==> src/rtl/bcd_counter_7seg_mux.sv <==
// Multi-digit BCD up/down event counter fed by sampled, edge-detected push-buttons,
// driving a scanned common-anode 7-segment display (active-low segments and selects).
module bcd_counter_7seg_mux #(
   parameter int NDIG     = 4,
   parameter int TICK_DIV = 250000,
   parameter int SCAN_DIV = 50000
) (
   input  logic            CLK,
   input  logic            RST,
   input  logic            BTN_UP,
   input  logic            BTN_DN,
   output logic [6:0]      seg,
   output logic [NDIG-1:0] K
);

   localparam int TW = $clog2(TICK_DIV);
   localparam int SW = $clog2(SCAN_DIV);
   localparam int IW = (NDIG > 1) ? $clog2(NDIG) : 1;

   localparam logic [TW-1:0] TICK_LAST = TW'(TICK_DIV - 1);
   localparam logic [SW-1:0] SCAN_LAST = SW'(SCAN_DIV - 1);
   localparam logic [IW-1:0] IDX_LAST  = IW'(NDIG - 1);

   logic          up_meta, up_sync, dn_meta, dn_sync;
   logic          up_prev, dn_prev;
   logic          press_up, press_dn;
   logic          tick;
   logic          carry;
   logic [TW-1:0] tick_cnt;
   logic [SW-1:0] scan_cnt;
   logic [IW-1:0] scan_idx;
   logic [3:0]    digits      [NDIG];
   logic [3:0]    digits_next [NDIG];

   function automatic logic [6:0] decode(input logic [3:0] d);
      case (d)
         4'd0:    decode = 7'b1000000;
         4'd1:    decode = 7'b1111001;
         4'd2:    decode = 7'b0100100;
         4'd3:    decode = 7'b0110000;
         4'd4:    decode = 7'b0011001;
         4'd5:    decode = 7'b0010010;
         4'd6:    decode = 7'b0000010;
         4'd7:    decode = 7'b1111000;
         4'd8:    decode = 7'b0000000;
         4'd9:    decode = 7'b0010000;
         default: decode = 7'b1111111;
      endcase
   endfunction

   assign tick = (tick_cnt == TICK_LAST);

   // Ripple the carry/borrow from digit 0 upward; a single press never moves more than one step.
   always_comb begin
      carry = 1'b1;
      for (int i = 0; i < NDIG; i++) begin
         digits_next[i] = digits[i];
      end
      if (press_up && !press_dn) begin
         for (int i = 0; i < NDIG; i++) begin
            if (carry) begin
               if (digits[i] >= 4'd9) begin
                  digits_next[i] = 4'd0;
               end else begin
                  digits_next[i] = digits[i] + 4'd1;
                  carry          = 1'b0;
               end
            end
         end
      end else if (press_dn && !press_up) begin
         for (int i = 0; i < NDIG; i++) begin
            if (carry) begin
               if (digits[i] == 4'd0 || digits[i] > 4'd9) begin
                  digits_next[i] = 4'd9;
               end else begin
                  digits_next[i] = digits[i] - 4'd1;
                  carry          = 1'b0;
               end
            end
         end
      end
   end

   // Buttons are only looked at on tick, so bounce shorter than a tick period never registers.
   always_ff @(posedge CLK) begin
      if (RST) begin
         up_meta  <= 1'b0;
         up_sync  <= 1'b0;
         dn_meta  <= 1'b0;
         dn_sync  <= 1'b0;
         up_prev  <= 1'b0;
         dn_prev  <= 1'b0;
         press_up <= 1'b0;
         press_dn <= 1'b0;
         tick_cnt <= '0;
         for (int i = 0; i < NDIG; i++) begin
            digits[i] <= 4'd0;
         end
      end else begin
         up_meta  <= BTN_UP;
         up_sync  <= up_meta;
         dn_meta  <= BTN_DN;
         dn_sync  <= dn_meta;
         tick_cnt <= tick ? '0 : tick_cnt + TW'(1);
         if (tick) begin
            up_prev <= up_sync;
            dn_prev <= dn_sync;
         end
         press_up <= tick & up_sync & ~up_prev;
         press_dn <= tick & dn_sync & ~dn_prev;
         for (int i = 0; i < NDIG; i++) begin
            digits[i] <= digits_next[i];
         end
      end
   end

   // Display scan runs freely; outputs are registered so K always holds exactly one low bit.
   always_ff @(posedge CLK) begin
      if (RST) begin
         scan_cnt <= '0;
         scan_idx <= '0;
         K        <= ~NDIG'(1);
         seg      <= 7'b1000000;
      end else begin
         if (scan_cnt == SCAN_LAST) begin
            scan_cnt <= '0;
            scan_idx <= (scan_idx == IDX_LAST) ? '0 : scan_idx + IW'(1);
         end else begin
            scan_cnt <= scan_cnt + SW'(1);
         end
         K   <= ~(NDIG'(1) << scan_idx);
         seg <= decode(digits[scan_idx]);
      end
   end

endmodule

==> config.mk <==
export PLATFORM = sky130hd
export DESIGN_NAME = bcd_counter_7seg_mux
export DESIGN_NICKNAME = d
export VERILOG_FILES = /design/src/rtl/bcd_counter_7seg_mux.sv
export SDC_FILE = /design/constraint.sdc
export NUM_CORES = 1
export LEC_CHECK = 0
export ABC_AREA = 1
export BUFFER_PORTS_ARGS = -buffer_cell sky130_fd_sc_hd__buf_2
export CORE_MARGIN = 10
export CORE_UTILIZATION = 50
export DETAILED_ROUTE_END_ITERATION = 16
export GPL_TIMING_DRIVEN = 1
export PLACE_DENSITY = 0.67
export SYNTH_ARGS = -nofsm -noshare
export SYNTH_HDL_FRONTEND = slang
export SYNTH_SLANG_ARGS = --single-unit
==> constraint.sdc <==
create_clock -name CLK -period 1.5 [get_ports CLK]
set_input_delay 0.225 -clock CLK [delete_from_list [all_inputs] [get_ports CLK]]
set_output_delay 0.225 -clock CLK [all_outputs]
set_load 0.05 [all_outputs]
# Word-level counts from Yosys, hierarchy flattened
# Memories as Yosys holds them, arrays and structs flattened. A register that Yosys moved wholly into a read port is not among the register bits.
# Index checks and enable logic that the tools add are counted.
# word_totals
reg_bits	48
ram_bits	16
mem_bits_ro	112
inputBits	4
output_inout_bits	11
memories	2
# mem_list
memory	depth	width	rd	rd_ports_with_merged_regs	write_ports	line_no	rtl
(name not given)	16	7	1	1	0	36	case (d)
digits	4	4	5	1	4	32	logic [3:0] digits [NDIG];
# op_classes
add_sub_neg	11
magnitude_cmp	8
eq_ne	3
shift	1
mux	45
bitwise	11
reduce_logical	14
# ops
cell	n
$mux W4	18
$mux W16	2
$mux W1	22
$add A18 B1 Y18 const B	1
$eq A18 B18 Y1 const B	1
$add A16 B1 Y16 const B	1
$add A4 B1 Y4 const B	4
$eq A16 B16 Y1 const B	1
$ge A4 B4 Y1 const B	4
$gt A4 B4 Y1 const B	4
$logic_not A4 Y1	4
$sub A4 B1 Y4 const B	4
$mux W2	3
$and A1 B1 Y1	4
$logic_or A1 B1 Y1	4
$not A4 Y4	1
$or A1 B1 Y1	4
$reduce_or A2 Y1	2
$shl A1 B2 Y4 const A	1
$add A2 B1 Y2 const B	1
$eq A2 B2 Y1 const B	1
$logic_and A1 B1 Y1	2
$logic_not A1 Y1	2
$not A1 Y1	2

# Logic depth before layout (Yosys ltp)
# Gate-level depths: netlist of run 1.
# logic_depth
depth_word	15
mapped_depth	12

# Least setup slack after synthesis of run 1
# OpenSTA, ideal clock, no wires.
# synth_path
path_kind	register to register
from	register (tool-made name)
to	register seg[3]
arrival_time_ps	1574
path_slack_ps	-144
stages_incl_launch_ff	11
path_buffers	1
synth_period_minus_slack_ps	1644
cell_sequence	dfxtp_1 > buf_4 > nand2_1 > a32oi_1 > inv_1 > ha_1 > nand2_1 > nand2_1 > inv_1 > nand2_1 > a21oi_1
# synth_lines
item	line_no	rtl
end: declaration	12	output logic [6:0] seg,

==> results of run 1 <==
-- final cells by class --
cell class / instances / area [um^2]
inverter: 78 / 312
fill: 624 / 2260
timing repair buffer: 90 / 686
clock inverter: 5 / 77.6
clock buffer: 11 / 151
sequential: 73 / 1490
tap: 102 / 128
multi-input combinational: 409 / 2740
-- registers in the layout, summed over array words and instances (netlist names), named ones only --
register,cells
dn_meta,1
press_dn,1
dn_prev,1
press_up,1
up_prev,1
up_sync,1
tick_cnt,18
scan_cnt,16
up_meta,1
dn_sync,1
digits,16
seg,7
K,4
scan_idx,2
-- worst min-delay path by stage --
| stage | start | end | cells after the start |
|---|---|---|---|
| after floorplan | BTN_DN | dn_meta | 2 |
| after global placement | up_meta | up_sync | 2 |
| after detailed placement | dn_meta | dn_sync | 2 |
| after CTS | BTN_DN | dn_meta | 3 |
| after global routing | BTN_UP | up_meta | 3 |
| final | BTN_DN | dn_meta | 3 |
-- layout by cell type (no fill, tap or decap), types with 16 or more instances in the layout --
cell and instances:
nand2_1 90, nor2_1 48, inv_1 55, dfxtp_1 58, buf_4 64, inv_2 16
nand3_1 33, a21oi_1 29, nand2_2 21
-- per-stage QoR --
| stage | area, um^2 | instances | TNS (ns) | power [uW] |
|---|---|---|---|---|
| 3_3_place_gp | 4610 | 727 | -0.487 | 2100 |
| 2_1_floorplan | 4090 | 570 | -0.0527 | 2070 |
| 4_1_cts | 5060 | 752 | -0.0728 | 3840 |
| 6_report | 5590 | 768 | -0.537 | 3850 |
| 3_5_place_dp | 4610 | 727 | -1.23 | 2100 |
| 5_1_grt | 5590 | 768 | -2.75 | 3980 |
-- report_power, final --
group / internal, uW / switching [uW]
combinational: 54.6 / 73.8
clock: 1020 / 732
sequential: 1950 / 16.1
total: 3020 / 822
-- repair_timing --
action / 4_1_cts / 5_1_grt
pin swaps: 21 / 45
setup endpoints to repair: 39 / 61
setup buffers: 9 / 13
endpoints found under the hold margin: 0 / 0
gates cloned: 0 / 3
gates resized for setup: 52 / 120
-- layer usage --
layer / GRT usage / share of wire / up-vias
li1: - / - / 2035
met1: 0.201 / 0.43 / 1911
met2: 0.282 / 0.51 / 86
met3: 0.0284 / 0.034 / 27
met4: 0.0661 / 0.027 / 0
met5: 0 / 0 / -
-- critical path: cells and delay by family, from the launching register on --
family                     cells  cell delay [ns]
AOI/OAI and AO/OA              3             0.48
DFF                            1             0.40
buffers and inverters          3             0.40
adders and majority gates      1             0.14
and+or+nand+nor                1             0.04
-- logic make-up (layout without fill, tap and decap cells) --
kind of cell,Yosys count,in the layout
fa+ha+maj,25,25
buf+inv,90,184
flops,73,73
xor+xnor,17,17
simple gates,273,275
compound gates,92,92
==> out/results.ini, run 1 <==
[timing]
worstMarginPinSlew_ns = 0.508
period_needed_ns = 1.58
slew-limit-headroom = 0.661
finalCritPeriodShare = 1.05
slew_viol_final = 0
setup_viol = 13
timing.final.ws_setup_ns = -0.0799
hold_viol_final = 0
max_freq_ghz = 0.633
grt_setup_unrepaired = true
fin_hold_ws_ns = 0.0779
clock-skew-final_ns = 0.0117

[clocking]
cts_max_path_buffers = 2
cts_hold_buf = 0
clock-sinks = 73
cts_max_level = 3
cts_tree = built
path_clk_slew_ns = 0.08
clk_latency_ns = 0.35
numCtsBuffers = 9
clockRootBuffer = clkbuf_8

[setup_path]
critPathArrivalTime_ns = 1.81
start_kind = register
regToRegEndpoint = seg[0]
crit_chain = buf_6 -> nand2_4 -> a32oi_2 -> inv_2 -> buf_6 -> ha_4 -> o211ai_1 -> a21oi_1
cp_max_fo = 7
r2r_setup_slack_ns = -0.08
endpoint_kind = register
endpoint = seg[0]
reg2regPathDepth = 8
slowest_stage = dfxtp_4
cpPeakStageDelay_ns = 0.40
cp.required_ns = 1.73
critical_path_class = register to register
cp_common_cell = buf_6

[global_route]
grt_use_total = 0.165
grt_antenna_before_repair = 0
grt_pass1_wl_um = 16500
grt_pass1_vias = 3768
grt_max_degree = 18
overflow = 0

[synthesis]
synth_compound_area_frac = 0.123
synth-seq-cells = 73
synth_nets = 599
synthSimpleGateAreaFrac = 0.317
synth_top_area_frac = 0.359
synth_top_cells_by_count = 113 x nand2_1, 73 x dfxtp_1, 70 x inv_1, 59 x nor2_1, 41 x a21oi_1
synth.area.mux_share = 0
yosys.cell_types.count = 39
synth_top_family_by_area = simple AND/OR/NAND/NOR gates
synth_edf_count = 0
synth.most_common_cell = nand2_1
synth_area_um2 = 4080
synth.top_cells.by_area = dfxtp_1 36%, nand2_1 10%, ha_1 7.7%
seq_area_frac_synth = 0.359
async_reset_ff_frac = 0
ys.flop_type = dfxtp_1
synth_fa_ha_area_frac = 0.0768
synth_warnings = 0
synthXorXnorAreaFrac = 0.0365
syn-instance-count = 570
syn_avg_cell_area_um2 = 7.15
synth_top_area_cell = dfxtp_1

[placement]
post-place-ws_ns = -0.124
gp_congestion = 0.884
port_buffers = 14
dp_hpwl_um = 6830

[floorplan]
io_pins = 15
core-area_um2 = 7850
fp.dieH_um = 110
die_x_um = 110
rows = 32
start_util = 0.519
dieArea_um2 = 12200

[cells_and_area]
nNetsFinal = 690
fin_util = 0.712
antennaDiodeCount = 0
synthToLayoutAreaGrowth_pct = 37.2
drive_gt1_frac = 0.380

[detailed_routing]
vias = 4059
viasPerCell = 5.29
drt_pass1_iterations = 4
wl_um = 10700
drt_iter0_markers = 180
drc_errors = 0
detail_route.wl_per_cell_um = 13.9
antenna_left = 0

[status]
violations = setup timing
status = finished, violations left

[pwr]
power.ir.vdd_worst_mv = 0.614
powerDensity_nw_per_um2 = 688
p_leak_uw = 0.00241

[run]
maxCapViolations = 0

[worst_hold_path]
min_path_type = input port to register

Note: power is estimated with default switching activity, not from simulation.
==> run 2, diff against run 1 <==
ABC_AREA = unset   (was 1)
==> run 2 against run 1 <==
- the run still ends with setup timing left
- cell count decreased by 14%
- hold slack better by 0.0016 ns
- clock skew is essentially flat
- via count down 10%
- utilization is 1.5 points higher
- sequential share of layout area barely moved
- critical path depth stayed put
- setup slack worse by 0.39 ns
- synthesized cell count is 20% lower
- die area decreased by 2.8%
- critical path type unchanged
- critical endpoint is now digits[3][0]
- largest cell class unchanged
- largest power group unchanged
==> out/results.ini, run 2 <==
[status]
status = finished, violations left
violations = setup timing

[floorplan]
start_util = 0.512
core-area_um2 = 7690
io_pins = 15
fp.dieH_um = 109
die_x_um = 109
dieArea_um2 = 11800
rows = 32

[timing]
slew_viol_final = 0
timing.final.ws_setup_ns = -0.472
hold_viol_final = 0
clock-skew-final_ns = 0.0117
finalCritPeriodShare = 1.31
worstMarginPinSlew_ns = 0.587
grt_setup_unrepaired = true
max_freq_ghz = 0.507
period_needed_ns = 1.97
slew-limit-headroom = 0.608
setup_viol = 23

[synthesis]
synth_warnings = 0
syn_avg_cell_area_um2 = 8.65
syn-instance-count = 455
ys.flop_type = dfxtp_1
synth.most_common_cell = dfxtp_1
synth_area_um2 = 3930
synth_edf_count = 0
async_reset_ff_frac = 0
synth_nets = 484
synth.top_cells.by_area = dfxtp_1 37%, ha_1 8.0%, nor2_1 6.3%
seq_area_frac_synth = 0.372
synth_top_area_cell = dfxtp_1
synth_top_area_frac = 0.372
synth_top_cells_by_count = 73 x dfxtp_1, 66 x nor2_1, 39 x nand2_1, 26 x inv_1, 25 x ha_1
synth-seq-cells = 73
yosys.cell_types.count = 63

[setup_path]
slowest_stage = or4_4
start_kind = register
r2r_setup_slack_ns = -0.47
regToRegEndpoint = digits[3][0]
cp.required_ns = 1.80
critical_path_class = register to register
cpPeakStageDelay_ns = 0.45
r2r-start = digits[0][1]
critPathArrivalTime_ns = 2.27
endpoint_kind = register
reg2regPathDepth = 8
crit_chain = inv_2 -> buf_6 -> ha_4 -> o21ba_4 -> o21a_4 -> or4_4 -> a211oi_2 -> a31o_2
cp_max_fo = 3

[detailed_routing]
wl_met2_um = 5240
drt_iter0_markers = 231
vias = 3649
highest_layer = met4
wl_met1_um = 4700
wl_met3_um = 593
detail_route.wl_per_cell_um = 16.2
viasPerCell = 5.53
wl_um = 10700
drt_pass1_iterations = 4
drc_errors = 0
antenna_left = 0

[global_route]
overflow = 0
grt_antenna_before_repair = 0
grt_use_total = 0.170
grt_max_degree = 32
grt_pass1_vias = 3543
grt_pass1_wl_um = 16600

[worst_hold_path]
min_path_type = input port to register
worstHoldStart = BTN_UP
worstHoldPathCells = 2
min_to = up_meta

[placement]
gp_congestion = 0.878
post-place-ws_ns = -0.529
dp_hpwl_um = 6620
postPlaceCellArea_um2 = 4790
port_buffers = 14

[clocking]
path_clk_slew_ns = 0.09
cts_max_level = 3
cts_max_path_buffers = 2
clock-sinks = 73
numCtsBuffers = 9
clk_latency_ns = 0.35
clockRootBuffer = clkbuf_8
cts_tree = built

[pwr]
pwr-share-clk = 0.421
switching_share = 0.265
p_leak_uw = 0.00222
power.ir.vdd_worst_mv = 0.456
powerDensity_nw_per_um2 = 639
p_int_uw = 2630
p_switching_uw = 949
seqPwrFrac = 0.551
combPwrFrac = 0.028

[cells_and_area]
final_common_cell = buf_4
fin_area_um2 = 5590
top_register = tick_cnt
seqCellArea_um2 = 1500
synthToLayoutAreaGrowth_pct = 42.2
fillCellCount = 554
multiInputGateArea_um2 = 2790
most-common-layout-cells = 75 x buf_4, 60 x nor2_1, 50 x dfxtp_1, 35 x nand2_1, 21 x dfxtp_2
nNetsFinal = 582
largest_registers = tick_cnt (18), digits (16), scan_cnt (16)
largest_reg_flops = 18
antennaDiodeCount = 0
drive_gt1_frac = 0.437

[run]
maxCapViolations = 0

run 2: cell types whose count changed after synthesis, sizes merged, moves of 9 or more:
cell and delta:
xnor2 +12, nand3 -30, mux2i +9, o21ai -22
nand2 -83, a21oi -28, inv -50, clkbuf +13
run 2: power groups by stage:
stage	registers (uW)	clock network (uW)	logic [uW]
2_1_floorplan	2010	0	60.3
3_3_place_gp	2020	0	86.2
3_5_place_dp	2020	0	88.2
4_1_cts	1970	1510	88.9
5_1_grt	1970	1590	108
6_report	1970	1510	98.4
run 2: final cells by class:
class	count	area share
Clock buffer	9	0.0221
Clock inverter	7	0.0114
Inverter	26	0.0201
Multi-Input combinational cell	334	0.498
Sequential cell	73	0.267
Tap cell	102	0.0228
Timing Repair Buffer	109	0.158
run 2: what timing repair did:
action,4_1_cts,5_1_grt
gates cloned,0,1
resized for setup,36,73
hold buffers,0,0
setup buffers,11,12
pin swaps,13,29
endpoints found under the setup margin,23,45
run 2: cells by family after synthesis:
family,synth area share
muxes,0.0429
and+or+nand+nor,0.234
xor gates and xnor gates,0.0712
AOI/OAI and AO/OA,0.150
buffers and inverters,0.0509
DFF,0.372
adders and majority gates,0.0795
run 2: stage by stage:
| step | setup TNS (ns) | cells | hold WS (ns) | total power, uW | util |
|---|---|---|---|---|---|
| 2_1_floorplan | -3.74 | 455 | 0.353 | 2080 | - |
| 3_3_place_gp | -6.44 | 622 | 0.418 | 2100 | 0.623 |
| 3_5_place_dp | -7.13 | 622 | 0.425 | 2110 | 0.623 |
| 4_1_cts | -6.81 | 648 | 0.0759 | 3570 | 0.677 |
| 5_1_grt | -8.47 | 660 | 0.0758 | 3680 | 0.728 |
| 6_report | -6.99 | 660 | 0.0796 | 3580 | 0.728 |
run 2: worst max path at each step:
stage                             from           end  slack (ns)  cells past startpoint
final                     digits[0][1]  digits[3][0]       -0.47                      8
after global routing          press_dn  digits[2][3]       -0.52                      7
after CTS                     press_dn  digits[2][2]       -0.48                      7
after detailed placement      press_dn  digits[2][3]       -0.53                      7
after global placement        press_dn  digits[2][2]       -0.48                      7
after floorplan               press_dn  digits[2][0]       -0.40                      7
run 2: metal layers:
metal	up-vias	GRT usage
li1	1807	-
met1	1738	0.222
met2	87	0.272
met3	17	0.0301
met4	0	0.0669
met5	-	0
run 2: critical path, delay by kind of cell, from the launching register on:
family	cells	cell delay [ns]
AO/OA/AOI/OAI	4	0.79
AND/OR/NAND/NOR	1	0.45
flip-flops	1	0.34
buffers and inverters	2	0.19
adder cells (fa/ha/maj)	1	0.16
==> run 3, diff against run 2 <==
CTS_BUF_LIST = sky130_fd_sc_hd__clkbuf_4   (was unset)
==> run 3 against run 2 <==
- largest power group unchanged
- final area shrank 1.7%
- critical path depth is the same
- the run still ends with setup timing left
- power shrank 9.0%
- count of clock-buffer cells in the layout is the same
- largest cell class unchanged
- critical endpoint unchanged
==> out/results.ini, run 3 (synthesis results as in run 2) <==
[timing]
fin_hold_ws_ns = 0.320
setup_viol = 23
clock-skew-final_ns = 0.0245
slew_viol_final = 0
hold_viol_final = 0
grt_setup_unrepaired = true
period_needed_ns = 1.94
slew-limit-headroom = 0.630
timing.final.ws_setup_ns = -0.436
worstMarginPinSlew_ns = 0.554
finalCritPeriodShare = 1.29
max_freq_ghz = 0.517

[floorplan]
dieArea_um2 = 11800
core-area_um2 = 7690
fp.dieH_um = 109
rows = 32
start_util = 0.512
die_x_um = 109
io_pins = 15

[setup_path]
cpLargestDelayFamily = compound AO/OA/AOI/OAI gates
cp.required_ns = 1.87
critical_path_class = register to register
slowest_stage = or4_4
cpPeakStageDelay_ns = 0.45
crit_chain = inv_2 -> buf_6 -> ha_4 -> o21ba_4 -> o21a_4 -> or4_4 -> a211oi_2 -> a31o_2
endpoint_kind = register
critPathArrivalTime_ns = 2.31
regToRegEndpoint = digits[3][0]
start_kind = register
r2r_setup_slack_ns = -0.44
critical_path_buf_inv_count = 2
cp_max_fo = 3
r2r-start = digits[0][1]
reg2regPathDepth = 8

[worst_hold_path]
min_to = digits[0][3]
worstHoldStart = RST
min_path_type = input port to register
worstHoldPathCells = 4

[clocking]
path_clk_slew_ns = 0.15
clockRootBuffer = clkbuf_4
cts_max_level = 3
cts_max_path_buffers = 2
cts_tree = built
numCtsBuffers = 9
clk_latency_ns = 0.43
clock-sinks = 73

[cells_and_area]
antennaDiodeCount = 0
final_common_cell = buf_4
largest_reg_flops = 18
final_cells = 661
largest_registers = tick_cnt (18), digits (16), scan_cnt (16)
most-common-layout-cells = 77 x buf_4, 61 x nor2_1, 49 x dfxtp_1, 35 x nand2_1, 22 x dfxtp_2
fillCellCount = 582
multiInputGateArea_um2 = 2750
seqCellArea_um2 = 1500
top_register = tick_cnt
synthToLayoutAreaGrowth_pct = 39.8
fin_area_um2 = 5500
nNetsFinal = 583
drive_gt1_frac = 0.431

[detailed_routing]
wl_um = 9920
drt_pass1_iterations = 5
antenna_left = 0
drt_iter0_markers = 240
vias = 3622
detail_route.wl_per_cell_um = 15.0
viasPerCell = 5.48
drc_errors = 0

[pwr]
powerDensity_nw_per_um2 = 592
power.ir.vdd_worst_mv = 0.453
p_total_uw = 3250
p_leak_uw = 0.00219

[global_route]
grt_pass1_vias = 3516
overflow = 0
grt_use_total = 0.170
grt_max_degree = 32
grt_antenna_before_repair = 0
grt_pass1_wl_um = 16500

[placement]
post-place-ws_ns = -0.529
port_buffers = 14
postPlaceCellArea_um2 = 4790
dp_hpwl_um = 6620
place_inst = 622
gp_congestion = 0.878

[run]
maxCapViolations = 0

[status]
violations = setup timing
status = finished, violations left

## run 3: cell types whose count changed in the layout (fill, tap and decap cells not counted), moves of 2 or more
cell           before  now
buf_12              3    1
ha_2                2    4
clkbuf_4            0    9
dlygate4sd3_1       0    2
ha_4               14   12
buf_4              75   77
clkbuf_8            9    0
## run 3: repair_timing
item                                    in CTS  in global routing
hold buffers                                 2                  0
buffers inserted                            11                 12
gates cloned                                 0                  0
endpoints found under the setup margin      25                 48
pin swaps                                   13                 23
gates resized for setup                     37                 68
endpoints found under the hold margin        2                  0
## run 3: final cells by class
cell class,instances,area share
inverters,26,0.0205
multi-input cells,333,0.500
well taps,102,0.0232
flip-flops and latches,73,0.272
clock buffers,9,0.0123
repair buffers,111,0.160
clock inverters,7,0.0116
## run 3: stage by stage
step | TNS, ns | utilization
3_3_place_gp | -6.44 | 0.623
4_1_cts | -6.92 | 0.671
2_1_floorplan | -3.74 | -
5_1_grt | -8.34 | 0.715
3_5_place_dp | -7.13 | 0.623
6_report | -6.51 | 0.715
## run 3: worst max-delay path by stage
stage | startpoint | endpoint | cells past startpoint
final | digits[0][1] | digits[3][0] | 8
after global placement | press_dn | digits[2][2] | 7
after CTS | press_dn | digits[2][2] | 7
after detailed placement | press_dn | digits[2][3] | 7
after floorplan | press_dn | digits[2][0] | 7
after global routing | digits[0][1] | digits[2][1] | 8
## run 3: report_power, final
| part | total (uW) | internal (uW) | leakage (uW) | switching (uW) |
|---|---|---|---|---|
| logic | 97.7 | 41.6 | 0.00152 | 56.1 |
| clock network | 1180 | 374 | 0.0000666 | 809 |
| registers | 1970 | 1960 | 0.000602 | 18.3 |
| total | 3250 | 2370 | 0.00219 | 883 |
## run 3: per-layer routing
layer / vias to the layer above / GRT usage / part of all wire
met5: - / 0 / 0
met4: 0 / 0.0697 / 0.0099
met3: 13 / 0.0307 / 0.057
met2: 91 / 0.269 / 0.48
met1: 1701 / 0.223 / 0.45
li1: 1817 / - / -
## run 3: worst reg2reg max path, stage by stage, from the launching register on
cell      delay [ns]
dfxtp_2         0.36
inv_2           0.05
buf_6           0.13
ha_4            0.16
o21ba_4         0.23
o21a_4          0.21
or4_4           0.45
a211oi_2        0.19
a31o_2          0.12
